`src/rtl/alu_arbiter.sv`:
```
// alu_arbiter: round-robin share of one external combinational ALU between two requesters; ports clk, rst_n, req_*_i/o, resp_*_i/o, busy_o, alu_*_o/i
module alu_arbiter #(
  parameter int WIDTH = 32,
  parameter int OPW   = 3
) (
  input  logic               clk,
  input  logic               rst_n,
  input  logic [1:0]         req_valid_i,
  output logic [1:0]         req_ready_o,
  input  logic [2*OPW-1:0]   req_op_i,
  input  logic [2*WIDTH-1:0] req_a_i,
  input  logic [2*WIDTH-1:0] req_b_i,
  output logic [1:0]         resp_valid_o,
  input  logic [1:0]         resp_ready_i,
  output logic [WIDTH-1:0]   resp_result_o,
  output logic               resp_overflow_o,
  output logic               busy_o,
  output logic [WIDTH-1:0]   alu_a_o,
  output logic [WIDTH-1:0]   alu_b_o,
  output logic [OPW-1:0]     alu_s_o,
  input  logic [WIDTH-1:0]   alu_result_i,
  input  logic               alu_overflow_i
);
  typedef enum logic [1:0] {IDLE, EXEC, RESP} state_t;
  state_t           state_q;
  logic             last_q, gnt_q, gnt_d, ovf_q;
  logic [1:0]       resp_valid_q;
  logic [WIDTH-1:0] a_q, b_q, result_q;
  logic [OPW-1:0]   op_q;
  logic             logic_op;
  always_comb begin
    gnt_d       = (&req_valid_i) ? ~last_q : req_valid_i[1];
    req_ready_o = (state_q == IDLE && |req_valid_i) ? (gnt_d ? 2'b10 : 2'b01) : 2'b00;
    logic_op    = op_q inside {OPW'(1), OPW'(2), OPW'(3)};
  end
  always_ff @(posedge clk or negedge rst_n) begin
    if (!rst_n) begin
      state_q      <= IDLE;
      last_q       <= 1'b1;
      gnt_q        <= 1'b0;
      op_q         <= '0;
      a_q          <= '0;
      b_q          <= '0;
      result_q     <= '0;
      ovf_q        <= 1'b0;
      resp_valid_q <= 2'b00;
    end else begin
      case (state_q)
        IDLE: if (|(req_valid_i & req_ready_o)) begin
          op_q    <= gnt_d ? req_op_i[2*OPW-1:OPW] : req_op_i[OPW-1:0];
          a_q     <= gnt_d ? req_a_i[2*WIDTH-1:WIDTH] : req_a_i[WIDTH-1:0];
          b_q     <= gnt_d ? req_b_i[2*WIDTH-1:WIDTH] : req_b_i[WIDTH-1:0];
          gnt_q   <= gnt_d;
          state_q <= EXEC;
        end
        EXEC: begin
          result_q     <= alu_result_i;
          ovf_q        <= alu_overflow_i & ~logic_op;
          resp_valid_q <= gnt_q ? 2'b10 : 2'b01;
          state_q      <= RESP;
        end
        RESP: if (resp_ready_i[gnt_q]) begin
          resp_valid_q <= 2'b00;
          last_q       <= gnt_q;
          state_q      <= IDLE;
        end
        default: state_q <= IDLE;
      endcase
    end
  end
  assign resp_valid_o    = resp_valid_q;
  assign resp_result_o   = result_q;
  assign resp_overflow_o = ovf_q;
  assign busy_o          = state_q != IDLE;
  assign alu_a_o         = a_q;
  assign alu_b_o         = b_q;
  assign alu_s_o         = op_q;
endmodule

```
`config.mk`:
```
export PLATFORM = sky130hd
export DESIGN_NAME = alu_arbiter
export DESIGN_NICKNAME = d
export VERILOG_FILES = /design/src/rtl/alu_arbiter.sv
export SDC_FILE = /design/constraint.sdc
export NUM_CORES = 1
export LEC_CHECK = 0
export CORE_ASPECT_RATIO = 1.4
export CORE_UTILIZATION = 38
export CTS_BUF_LIST = sky130_fd_sc_hd__clkbuf_2
export DETAILED_ROUTE_END_ITERATION = 8
export HOLD_SLACK_MARGIN = 0.03
export PLACE_DENSITY = 0.93
export SYNTH_ARGS = -nofsm -noshare
export SYNTH_HDL_FRONTEND = slang
export SYNTH_SLANG_ARGS = --single-unit
```
`constraint.sdc`:
```
create_clock -name clk -period 1.9 [get_ports clk]
set_input_delay 0.38 -clock clk [delete_from_list [all_inputs] [get_ports clk]]
set_output_delay 0.38 -clock clk [all_outputs]
set_load 0.03 [all_outputs]
```
==> results of run 1 <==
==> metrics by stage <==
stage / std cells / util, % / power, W
floorplan: 405 / - / 0.00838
global placement: 803 / 65.2 / 0.0116
detailed placement: 803 / 65.2 / 0.0119
CTS: 826 / 65.6 / 0.0123
global route: 829 / 65.5 / 0.0130
finish: 829 / 65.5 / 0.0122
==> cell usage in the layout (no fill, tap or decap), types with 2 or more instances in the layout <==
cell type,count
nand2_1,99
nand2b_1,3
a221o_1,67
dfrtp_2,2
dfrtp_1,103
a21oi_1,3
buf_12,5
clkdlybuf4s15_1,39
nor2_1,4
inv_8,2
inv_1,2
and3_1,67
buf_6,2
dlygate4sd2_1,42
o21ai_0,4
a21o_1,2
clkdlybuf4s50_1,171
clkinv_4,3
clkbuf_2,29
buf_4,19
==> cell type report <==
class	instances	share of cell area [%]
Clock buffer	9	0.603
Antenna cell	1	0.0335
Clock inverter	7	0.821
Timing Repair Buffer	300	38.3
Tap cell	144	2.41
Sequential cell	106	35.6
Inverter	2	0.101
Multi-Input combinational cell	260	22.2
==> power groups by stage <==
stage          sequential (W)  combinational, W  clock (W)
2_1_floorplan         0.00609           0.00229          0
3_3_place_gp          0.00408           0.00749          0
3_5_place_dp          0.00412           0.00779          0
4_1_cts               0.00403           0.00721    0.00102
5_1_grt               0.00419           0.00768    0.00112
6_report              0.00406           0.00720   0.000987
==> worst min-delay path, cell delays in order <==
cell	delay (ns)
clkdlybuf4s50_1	0.40
nand2_1	0.05
nand2_1	0.04
==> worst max path at each step <==
| stage | start | end | slack [ns] | cells past startpoint |
|---|---|---|---|---|
| after detailed placement | req_valid_i[0] | alu_b_o[21] | -0.05 | 5 |
| final | state_q[0] | req_ready_o[0] | -0.13 | 4 |
| after global placement | req_valid_i[0] | alu_a_o[2] | 0.02 | 5 |
| after CTS | last_q | req_ready_o[0] | -0.25 | 3 |
| after floorplan | req_valid_i[1] | req_ready_o[1] | 0.09 | 4 |
| after global routing | state_q[0] | req_ready_o[0] | -0.29 | 4 |
==> cell families (layout without fill, tap and decap cells) <==
| logic type | after synthesis | count (layout) |
|---|---|---|
| compound gates | 80 | 80 |
| simple gates | 180 | 180 |
| other cells | 0 | 1 |
| buf+inv | 39 | 318 |
| flops | 106 | 106 |
==> routing by layer <==
| metal | vias to the layer above | global-route usage (%) |
|---|---|---|
| met5 | - | 0 |
| met4 | 0 | 10.6 |
| met3 | 37 | 6.88 |
| met2 | 257 | 42.3 |
| met1 | 2149 | 27.4 |
| li1 | 2025 | - |
==> state kept, by name (all words and copies together) (netlist names) <==
| signal | cells |
|---|---|
| state_q | 2 |
| gnt_q | 1 |
| alu_b_o | 32 |
| last_q | 1 |
| resp_overflow_o | 1 |
| alu_a_o | 32 |
| alu_s_o | 3 |
| resp_valid_o | 2 |
| resp_result_o | 32 |
==> timing repair <==
action,CTS,global route
hold buffers,1,0
endpoints found under the setup margin,105,61
cloned,0,0
endpoints found under the hold margin,105,0
resized for setup,120,75
buffers inserted,6,2
pin swaps,3,1
==> results_dict.tcl, run 1 <==
set metrics [dict create \
    htreeDepth 3 \
    synth-compound-area-share_pct 16.8 \
    drv_slew 0 \
    cts_tree "yes" \
    pwr-share-seq_pct 33.1 \
    viasPerCell 5.39 \
    ant_nets 0 \
    period_needed_ns 2.03 \
    drive_gt1_share_pct 10.5 \
    synth.area.top_cells "dfrtp_1 (59%), a221o_1 (15%), and3_1 (9.6%), nand2_1 (8.3%), clkbuf_1 (2.3%)" \
    critical_path_class "reg2out" \
    status "finished with violations" \
    synth_mux_area_share_pct 0 \
    p_comb_share_pct 58.8 \
    synth_top_family_by_area "simple AND/OR/NAND/NOR gates" \
    synth_warnings 0 \
    hpwl_mm 11.0 \
    place_ws_ns -0.0529 \
    p_int_w 0.00637 \
    synth_ff_type "dfrtp_1" \
    drt_iter0_markers 191 \
    antenna_found_initial 1 \
    synth_xor_area_share_pct 0 \
    reg2reg_from "last_q" \
    cts_sinks 106 \
    cp_top_family "flip-flops" \
    gp_congestion 0.805 \
    start_util_pct 39.1 \
    synth-edff-count 0 \
    fin_skew_ns 0.0430 \
    end_kind "output pin" \
    setup_slack_ns -0.130 \
    fp-row-count 46 \
    fmax_ghz 0.493 \
    ys_top_cells_by_count "dfrtp_1 (105), nand2_1 (99), and3_1 (68)" \
    rsz0062_at_grt "yes" \
    async_reset_ff_share_pct 100 \
    relSlewSlack_pct 60.3 \
    peakVddDrop_mv 0.933 \
    route.met2.wl_mm 7.78 \
    synth_area_mm2 0.00445 \
    grt_max_degree 107 \
    clockBufferDepth 2 \
    core_area_mm2 0.0114 \
    top_layer "met4" \
    synth_simple_gate_area_share_pct 19.5 \
    first_pass_iters 6 \
    crit_top_cell "buf_6" \
    crit_chain "nor2_4 -> buf_6 -> and3_4 -> buf_6" \
    yosysTopAreaCell "dfrtp_1" \
    p_per_area_mw_per_mm2 1640 \
    maxCapViolCount 0 \
    slowest_stage "dfrtp_2" \
    cts-buffers-inserted 9 \
    io_buffer_count 277 \
    die_h_um 130 \
    hold_class "in2reg" \
    p_leak_nw 3.69 \
    hold_start "alu_result_i[21]" \
    clockRootBuffer "clkbuf_2" \
    seq_area_frac_synth_pct 59.6 \
    grt_pass1_vias 4425 \
    wl_per_cell_um 18.0 \
    die_x_um 93.5 \
    r2r-end "alu_b_o[19]" \
    tightest_slew_ns 0.596 \
    crit_buf_inv 2 \
    whs_ns 0.249 \
    ys_ff_latch 106 \
    track_usage_pct 24.2 \
    io-pin-count 278 \
    areaGrowthSynthToFinish_pct 67.8 \
    num-nets-final 852 \
    whs_path_depth 3 \
    wl_met3_mm 1.27 \
    finalSetupTns_ns -0.258 \
    cp.arrival_ns 1.65 \
    nFillCells 902 \
    holdPathEnd "resp_result_o[21]" \
    slowest_delay_ns 0.49 \
    crit_required_ns 1.52 \
    fin_crit_sh_pct 107 \
    drcViolationCount 0 \
    clk_pin_slew_ns 0.33 \
    synth_top_area_share_pct 59.0 \
    cp_max_fo 4 \
    violations "setup timing" \
    setup_viol 2 \
    switching_share_pct 48.0 \
    overflow 0 \
    p_sw_w 0.00588 \
    yosysMostFrequentCell "dfrtp_1" \
    clkPwrFrac_pct 8.1 \
    wirelength_mm 14.9 \
    postSynthCellCount 405 \
    multiInputGateArea_mm2 0.00166 \
    reg2reg_slack_ns 0.27 \
    synth_cell_type_count 25 \
    dieArea_mm2 0.0122 \
    syn_area_per_cell_um2 11.0 \
    grt_pass1_wl_mm 22.3 \
    reg2reg_depth 5 \
    clock_latency_ns 0.59 \
    synthAdderAreaFrac_pct 0 \
    cp-start-kind "flip-flop" \
    wl_met1_mm 5.44 \
    register_area_mm2 0.00266 \
    final_area_mm2 0.00747 \
    synthesis.nets 578 \
    place_area_mm2 0.00742 \
    hold_violations 0 \
    vias 4468 \
]
(Power assumes the default switching activity.)
==> run 2, diff against run 1 <==
==> config.mk (replaced) <==
export PLATFORM = sky130hd
export DESIGN_NAME = alu_arbiter
export DESIGN_NICKNAME = d
export VERILOG_FILES = /design/src/rtl/alu_arbiter.sv
export SDC_FILE = /design/constraint.sdc
export NUM_CORES = 1
export LEC_CHECK = 0
export CORE_UTILIZATION = 40
export CTS_BUF_LIST = sky130_fd_sc_hd__clkbuf_2
export DETAILED_ROUTE_END_ITERATION = 8
export DONT_BUFFER_PORTS = 1
export HOLD_SLACK_MARGIN = 0.03
export PLACE_DENSITY = 0.64
export SKIP_CTS_REPAIR_TIMING = 1
export SYNTH_ARGS = -nofsm -noshare
export SYNTH_HDL_FRONTEND = slang
export SYNTH_SLANG_ARGS = --single-unit
==> results_dict.tcl, run 2 <==
set metrics [dict create \
    status "did not finish" \
    stop_stage "global routing (5_1_grt)" \
    tool.error "[ERROR RSZ-0060] Max buffer count reached." \
    cts_sinks 106 \
    synth_top_family_by_area "simple AND/OR/NAND/NOR gates" \
    ys_top_cells_by_count "dfrtp_1 (105), nand2_1 (99), and3_1 (68)" \
    synthAdderAreaFrac_pct 0 \
    yosysMostFrequentCell "dfrtp_1" \
    syn_area_per_cell_um2 11.0 \
    synth_ff_type "dfrtp_1" \
    io-pin-count 278 \
    synthesis.nets 578 \
    synth-compound-area-share_pct 16.8 \
    postSynthCellCount 405 \
    ys_ff_latch 106 \
    die_x_um 107 \
    synth_area_mm2 0.00445 \
    hpwl_mm 8.17 \
    endpoint_type "output port" \
    gp_congestion 0.768 \
    synth_top_area_share_pct 59.0 \
    synth_mux_area_share_pct 0 \
    cts-buffers-inserted 9 \
    fp-row-count 38 \
    die_h_um 107 \
    grt_max_degree 107 \
    synth_xor_area_share_pct 0 \
    synth_simple_gate_area_share_pct 19.5 \
    grt_repair_worst_endpoint "busy_o" \
    seq_area_frac_synth_pct 59.6 \
    place_ws_ns 0.121 \
    place_area_mm2 0.00459 \
    clockBufferDepth 2 \
    io_buffer_count 0 \
    start_util_pct 41.1 \
    htreeDepth 3 \
    synth_cell_type_count 25 \
    yosysTopAreaCell "dfrtp_1" \
    synth.area.top_cells "dfrtp_1 (59%), a221o_1 (15%), and3_1 (9.6%), nand2_1 (8.3%), clkbuf_1 (2.3%)" \
    synth-edff-count 0 \
    synth_warnings 0 \
    clockRootBuffer "clkbuf_2" \
    async_reset_ff_share_pct 100 \
]
==> run 2: through the flow <==
stage / hold WS (ns) / utilization (%) / instances
3_3_place_gp: 0.0863 / 42.4 / 519
3_5_place_dp: 0.0865 / 42.4 / 519
2_1_floorplan: 0.0844 / - / 405
4_1_cts: -0.600 / 43.5 / 535
==> run 2: kinds of logic after synthesis <==
| group | after synthesis |
|---|---|
| DFF | 106 |
| buffers and inverters | 39 |
| AOI/OAI and AO/OA | 80 |
| and+or+nand+nor | 180 |
==> run 3, diff against run 2 <==
==> config.mk (replaced) <==
export PLATFORM = sky130hd
export DESIGN_NAME = alu_arbiter
export DESIGN_NICKNAME = d
export VERILOG_FILES = /design/src/rtl/alu_arbiter.sv
export SDC_FILE = /design/constraint.sdc
export NUM_CORES = 1
export LEC_CHECK = 0
export CORE_UTILIZATION = 25
export DETAILED_ROUTE_END_ITERATION = 8
export DONT_BUFFER_PORTS = 1
export PLACE_DENSITY_LB_ADDON = 0.15
export SKIP_CTS_REPAIR_TIMING = 1
export SYNTH_ARGS = -nofsm -noshare
export SYNTH_HDL_FRONTEND = slang
export SYNTH_SLANG_ARGS = --single-unit
==> results_dict.tcl, run 3 (synthesis gave the netlist of run 1 again) <==
set metrics [dict create \
    wirelength_mm 13.5 \
    maxCapViolCount 0 \
    die_x_um 135 \
    violations "hold timing" \
    finalSetupTns_ns 0 \
    overflow 0 \
    status "finished with violations" \
    totalPowerFinal_w 0.0113 \
    drcViolationCount 0 \
    core_area_mm2 0.0174 \
    gp_congestion 0.729 \
    fin_crit_sh_pct 96.3 \
    period_needed_ns 1.83 \
    start_util_pct 25.6 \
    route.met2.wl_mm 6.43 \
    fmax_ghz 0.547 \
    register_area_mm2 0.00266 \
    cp_max_fo 5 \
    critical_path_class "reg2out" \
    relSlewSlack_pct 62.7 \
    clock_latency_ns 0.35 \
    crit_required_ns 1.52 \
    peakVddDrop_mv 0.579 \
    cts_sinks 106 \
    cts-buffers-inserted 9 \
    hpwl_mm 9.09 \
    ant_nets 0 \
    layout_commonest_cell "dfrtp_1" \
    track_usage_pct 14.2 \
    viasPerCell 5.24 \
    io_buffer_count 0 \
    p_leak_nw 2.52 \
    cp-start-kind "flip-flop" \
    reg2reg_depth 6 \
    p_per_area_mw_per_mm2 2210 \
    multiInputGateArea_mm2 0.00167 \
    io-pin-count 278 \
    grt_max_degree 107 \
    top_layer "met5" \
    fp-row-count 48 \
    place_ws_ns 0.128 \
    layout_common_cells "dfrtp_1 (104), nand2_1 (99), and3_1 (67), a221o_1 (67), buf_4 (12)" \
    grt_pass1_vias 3306 \
    die_h_um 135 \
    vias 3305 \
    hold_violations 106 \
    areaGrowthSynthToFinish_pct 14.7 \
    tightest_slew_ns 0.556 \
    hold_class "in2async" \
    clockRootBuffer "clkbuf_16" \
    drt_iter0_markers 141 \
    clk_pin_slew_ns 0.07 \
    rsz0062_at_grt "no" \
    first_pass_iters 4 \
    wl_per_cell_um 21.4 \
    num-nets-final 570 \
    drive_gt1_share_pct 10.2 \
    wl_met3_mm 1.29 \
    cts_tree "yes" \
    drv_slew 0 \
    wl_met1_mm 5.49 \
    fin_skew_ns 0.0102 \
    dieArea_mm2 0.0183 \
    grt_pass1_wl_mm 19.6 \
    cp.arrival_ns 1.45 \
    clockBufferDepth 2 \
    setup_slack_ns 0.0705 \
    setup_viol 0 \
    whs_ns -0.273 \
    antenna_found_initial 4 \
    htreeDepth 3 \
    end_kind "output pin" \
    nFillCells 1821 \
]
## run 3: final timing paths
path	slack, ns	from	end
max in group asynchronous	1.89	rst_n	alu_s_o[1]
setup / recovery	0.07	last_q	req_ready_o[1]
setup reg to reg	0.18	last_q	alu_b_o[3]
min in group clk	0.14	alu_result_i[31]	resp_result_o[31]
hold / removal	-0.27	rst_n	resp_result_o[10]
hold reg to reg	0.55	last_q	last_q
## run 3: layer usage
| metal | up-vias | GRT usage [%] |
|---|---|---|
| met2 | 193 | 22.3 |
| met5 | - | 0 |
| li1 | 1471 | - |
| met1 | 1621 | 17.3 |
| met3 | 18 | 5.39 |
| met4 | 2 | 6.55 |
## run 3: per-stage QoR
| step | cells | util, % | cell area (µm²) |
|---|---|---|---|
| 2_1_floorplan | 405 | - | 4450 |
| 3_3_place_gp | 604 | 27.2 | 4710 |
| 3_5_place_dp | 604 | 27.2 | 4710 |
| 4_1_cts | 620 | 28.8 | 5000 |
| 5_1_grt | 630 | 29.4 | 5100 |
| 6_report | 631 | 29.4 | 5100 |
## run 3: critical path, stage by stage, from the launching register on
cell,delay (ns)
dfstp_2,0.57
buf_4,0.13
a21boi_4,0.05
and2_1,0.20
buf_12,0.15
## run 3: final cells by class
type,count,area share [%]
Sequential cell,106,52.0
Multi-Input combinational cell,261,32.6
Tap cell,225,5.51
Clock buffer,11,4.95
Timing Repair Buffer,17,3.82
Clock inverter,5,0.735
Antenna cell,4,0.196
Inverter,2,0.147
## run 3: power breakdown
part	internal, W	total, W	leakage [nW]	switching [W]
registers	0.00335	0.00641	1.30	0.00306
clock network	0.000967	0.00183	0.138	0.000858
logic	0.00142	0.00305	1.08	0.00162
==> run 4, diff against run 3 <==
--- a/config.mk
+++ b/config.mk
@@ -8,6 +8,7 @@
 export CORE_UTILIZATION = 25
 export DETAILED_ROUTE_END_ITERATION = 8
 export DONT_BUFFER_PORTS = 1
+export MAX_ROUTING_LAYER = met4
 export PLACE_DENSITY_LB_ADDON = 0.15
 export SKIP_CTS_REPAIR_TIMING = 1
 export SYNTH_ARGS = -nofsm -noshare
==> results_dict.tcl, run 4 (synthesis gave the netlist of run 1 again) <==
set metrics [dict create \
    reg2reg_depth 7 \
    clockBufferDepth 2 \
    slowest_delay_ns 0.47 \
    p_leak_nw 2.54 \
    fin_crit_sh_pct 96.6 \
    r2r-end "alu_b_o[3]" \
    hold_class "in2async" \
    ant_nets 0 \
    gp_congestion 0.738 \
    num-nets-final 574 \
    cp_max_fo 13 \
    setup_viol 0 \
    fin_skew_ns 0.00982 \
    status "finished with violations" \
    dieArea_mm2 0.0183 \
    cts_tree "yes" \
    crit_required_ns 1.52 \
    clk_pin_slew_ns 0.07 \
    slowest_stage "dfrtp_2" \
    peakVddDrop_mv 0.579 \
    reg2reg_from "last_q" \
    reg2reg_slack_ns 0.13 \
    crit_buf_inv 1 \
    layout_commonest_cell "dfrtp_1" \
    violations "hold timing" \
    relSlewSlack_pct 60.8 \
    cts-buffers-inserted 9 \
    start_util_pct 25.6 \
    nFillCells 1819 \
    final_area_mm2 0.00515 \
    fmax_ghz 0.545 \
    place_area_mm2 0.00471 \
    grt_pass1_wl_mm 19.6 \
    finalSetupTns_ns 0 \
    drive_gt1_share_pct 11.1 \
    overflow 0 \
    drv_slew 0 \
    wl_per_cell_um 21.3 \
    tightest_slew_ns 0.585 \
    core_area_mm2 0.0174 \
    layout_common_cells "dfrtp_1 (104), nand2_1 (99), and3_1 (67), a221o_1 (67), buf_4 (15)" \
    period_needed_ns 1.84 \
    critical_path_class "reg2out" \
    critPathLaunch "state_q[0]" \
    wirelength_mm 13.6 \
    endpoint "req_ready_o[0]" \
    areaGrowthSynthToFinish_pct 15.7 \
    antenna_found_initial 4 \
    grt_max_degree 107 \
    cp.arrival_ns 1.46 \
    fp-row-count 48 \
    crit_cells 3 \
    die_x_um 135 \
    hpwl_mm 9.09 \
    end_kind "output pin" \
    cp-start-kind "flip-flop" \
    drcViolationCount 0 \
    drt_iter0_markers 196 \
    totalPowerFinal_w 0.0113 \
    die_h_um 135 \
    cts_sinks 106 \
    clock_latency_ns 0.35 \
    hold_violations 106 \
    track_usage_pct 14.6 \
    viasPerCell 5.24 \
    whs_ns -0.274 \
    maxCapViolCount 0 \
    clockRootBuffer "clkbuf_16" \
    io_buffer_count 0 \
    io-pin-count 278 \
    grt_pass1_vias 3332 \
    cp_top_family "flip-flops" \
    p_per_area_mw_per_mm2 2200 \
    htreeDepth 3 \
    crit_chain "nor2_4 -> and3_4 -> buf_12" \
    vias 3331 \
    first_pass_iters 4 \
]
## run 4: layout make-up
type | count | area [µm²] | share of cell area [%]
Antenna cell | 5 | 12.5 | 0.243
Clock buffer | 11 | 253 | 4.91
Clock inverter | 5 | 37.5 | 0.729
Inverter | 2 | 7.51 | 0.146
Multi-Input combinational cell | 261 | 1670 | 32.3
Sequential cell | 106 | 2660 | 51.6
Tap cell | 225 | 282 | 5.47
Timing Repair Buffer | 21 | 238 | 4.62
## run 4: stage by stage
step / hold slack, ns / utilization, % / cells / setup WS, ns
4_1_cts: -0.301 / 28.8 / 620 / -0.263
3_3_place_gp: 0.0871 / 27.2 / 604 / 0.143
5_1_grt: -0.297 / 29.7 / 635 / -0.00685
3_5_place_dp: 0.0871 / 27.2 / 604 / 0.128
6_report: -0.274 / 29.7 / 636 / 0.0644
2_1_floorplan: 0.0844 / - / 405 / 0.0896
## run 4: layer usage
layer,part of all wire (%),up-vias,GRT usage [%],wire length [µm]
met1,42,1648,18.1,5700
met2,47,185,22.2,6390
li1,-,1479,-,-
met4,2.2,0,6.55,295
met5,0,-,-,0
met3,8.8,19,4.19,1190
## run 4: worst min-delay path by stage
stage                      from                 to  slack, ns  cells after the start
after floorplan           rst_n         alu_a_o[0]       0.08                      0
after global routing      rst_n              gnt_q      -0.30                      0
after CTS                 rst_n              gnt_q      -0.30                      0
after detailed placement  rst_n  resp_result_o[10]       0.09                      0
final                     rst_n  resp_result_o[10]      -0.27                      0
after global placement    rst_n  resp_result_o[10]       0.09                      0
## run 4: worst reg2reg max path: cells and delay by family (launching register included)
family                 cells  cell delay [ns]
flip-flops                 1             0.59
AO/OA/AOI/OAI              2             0.31
buffers and inverters      4             0.52
AND/OR/NAND/NOR            1             0.23
## run 4: power by group
group	internal, W	switching, W	leakage, nW	total (W)
Clock	0.000967	0.000858	0.138	0.00182
Sequential	0.00335	0.00306	1.30	0.00641
Combinational	0.00146	0.00163	1.10	0.00309
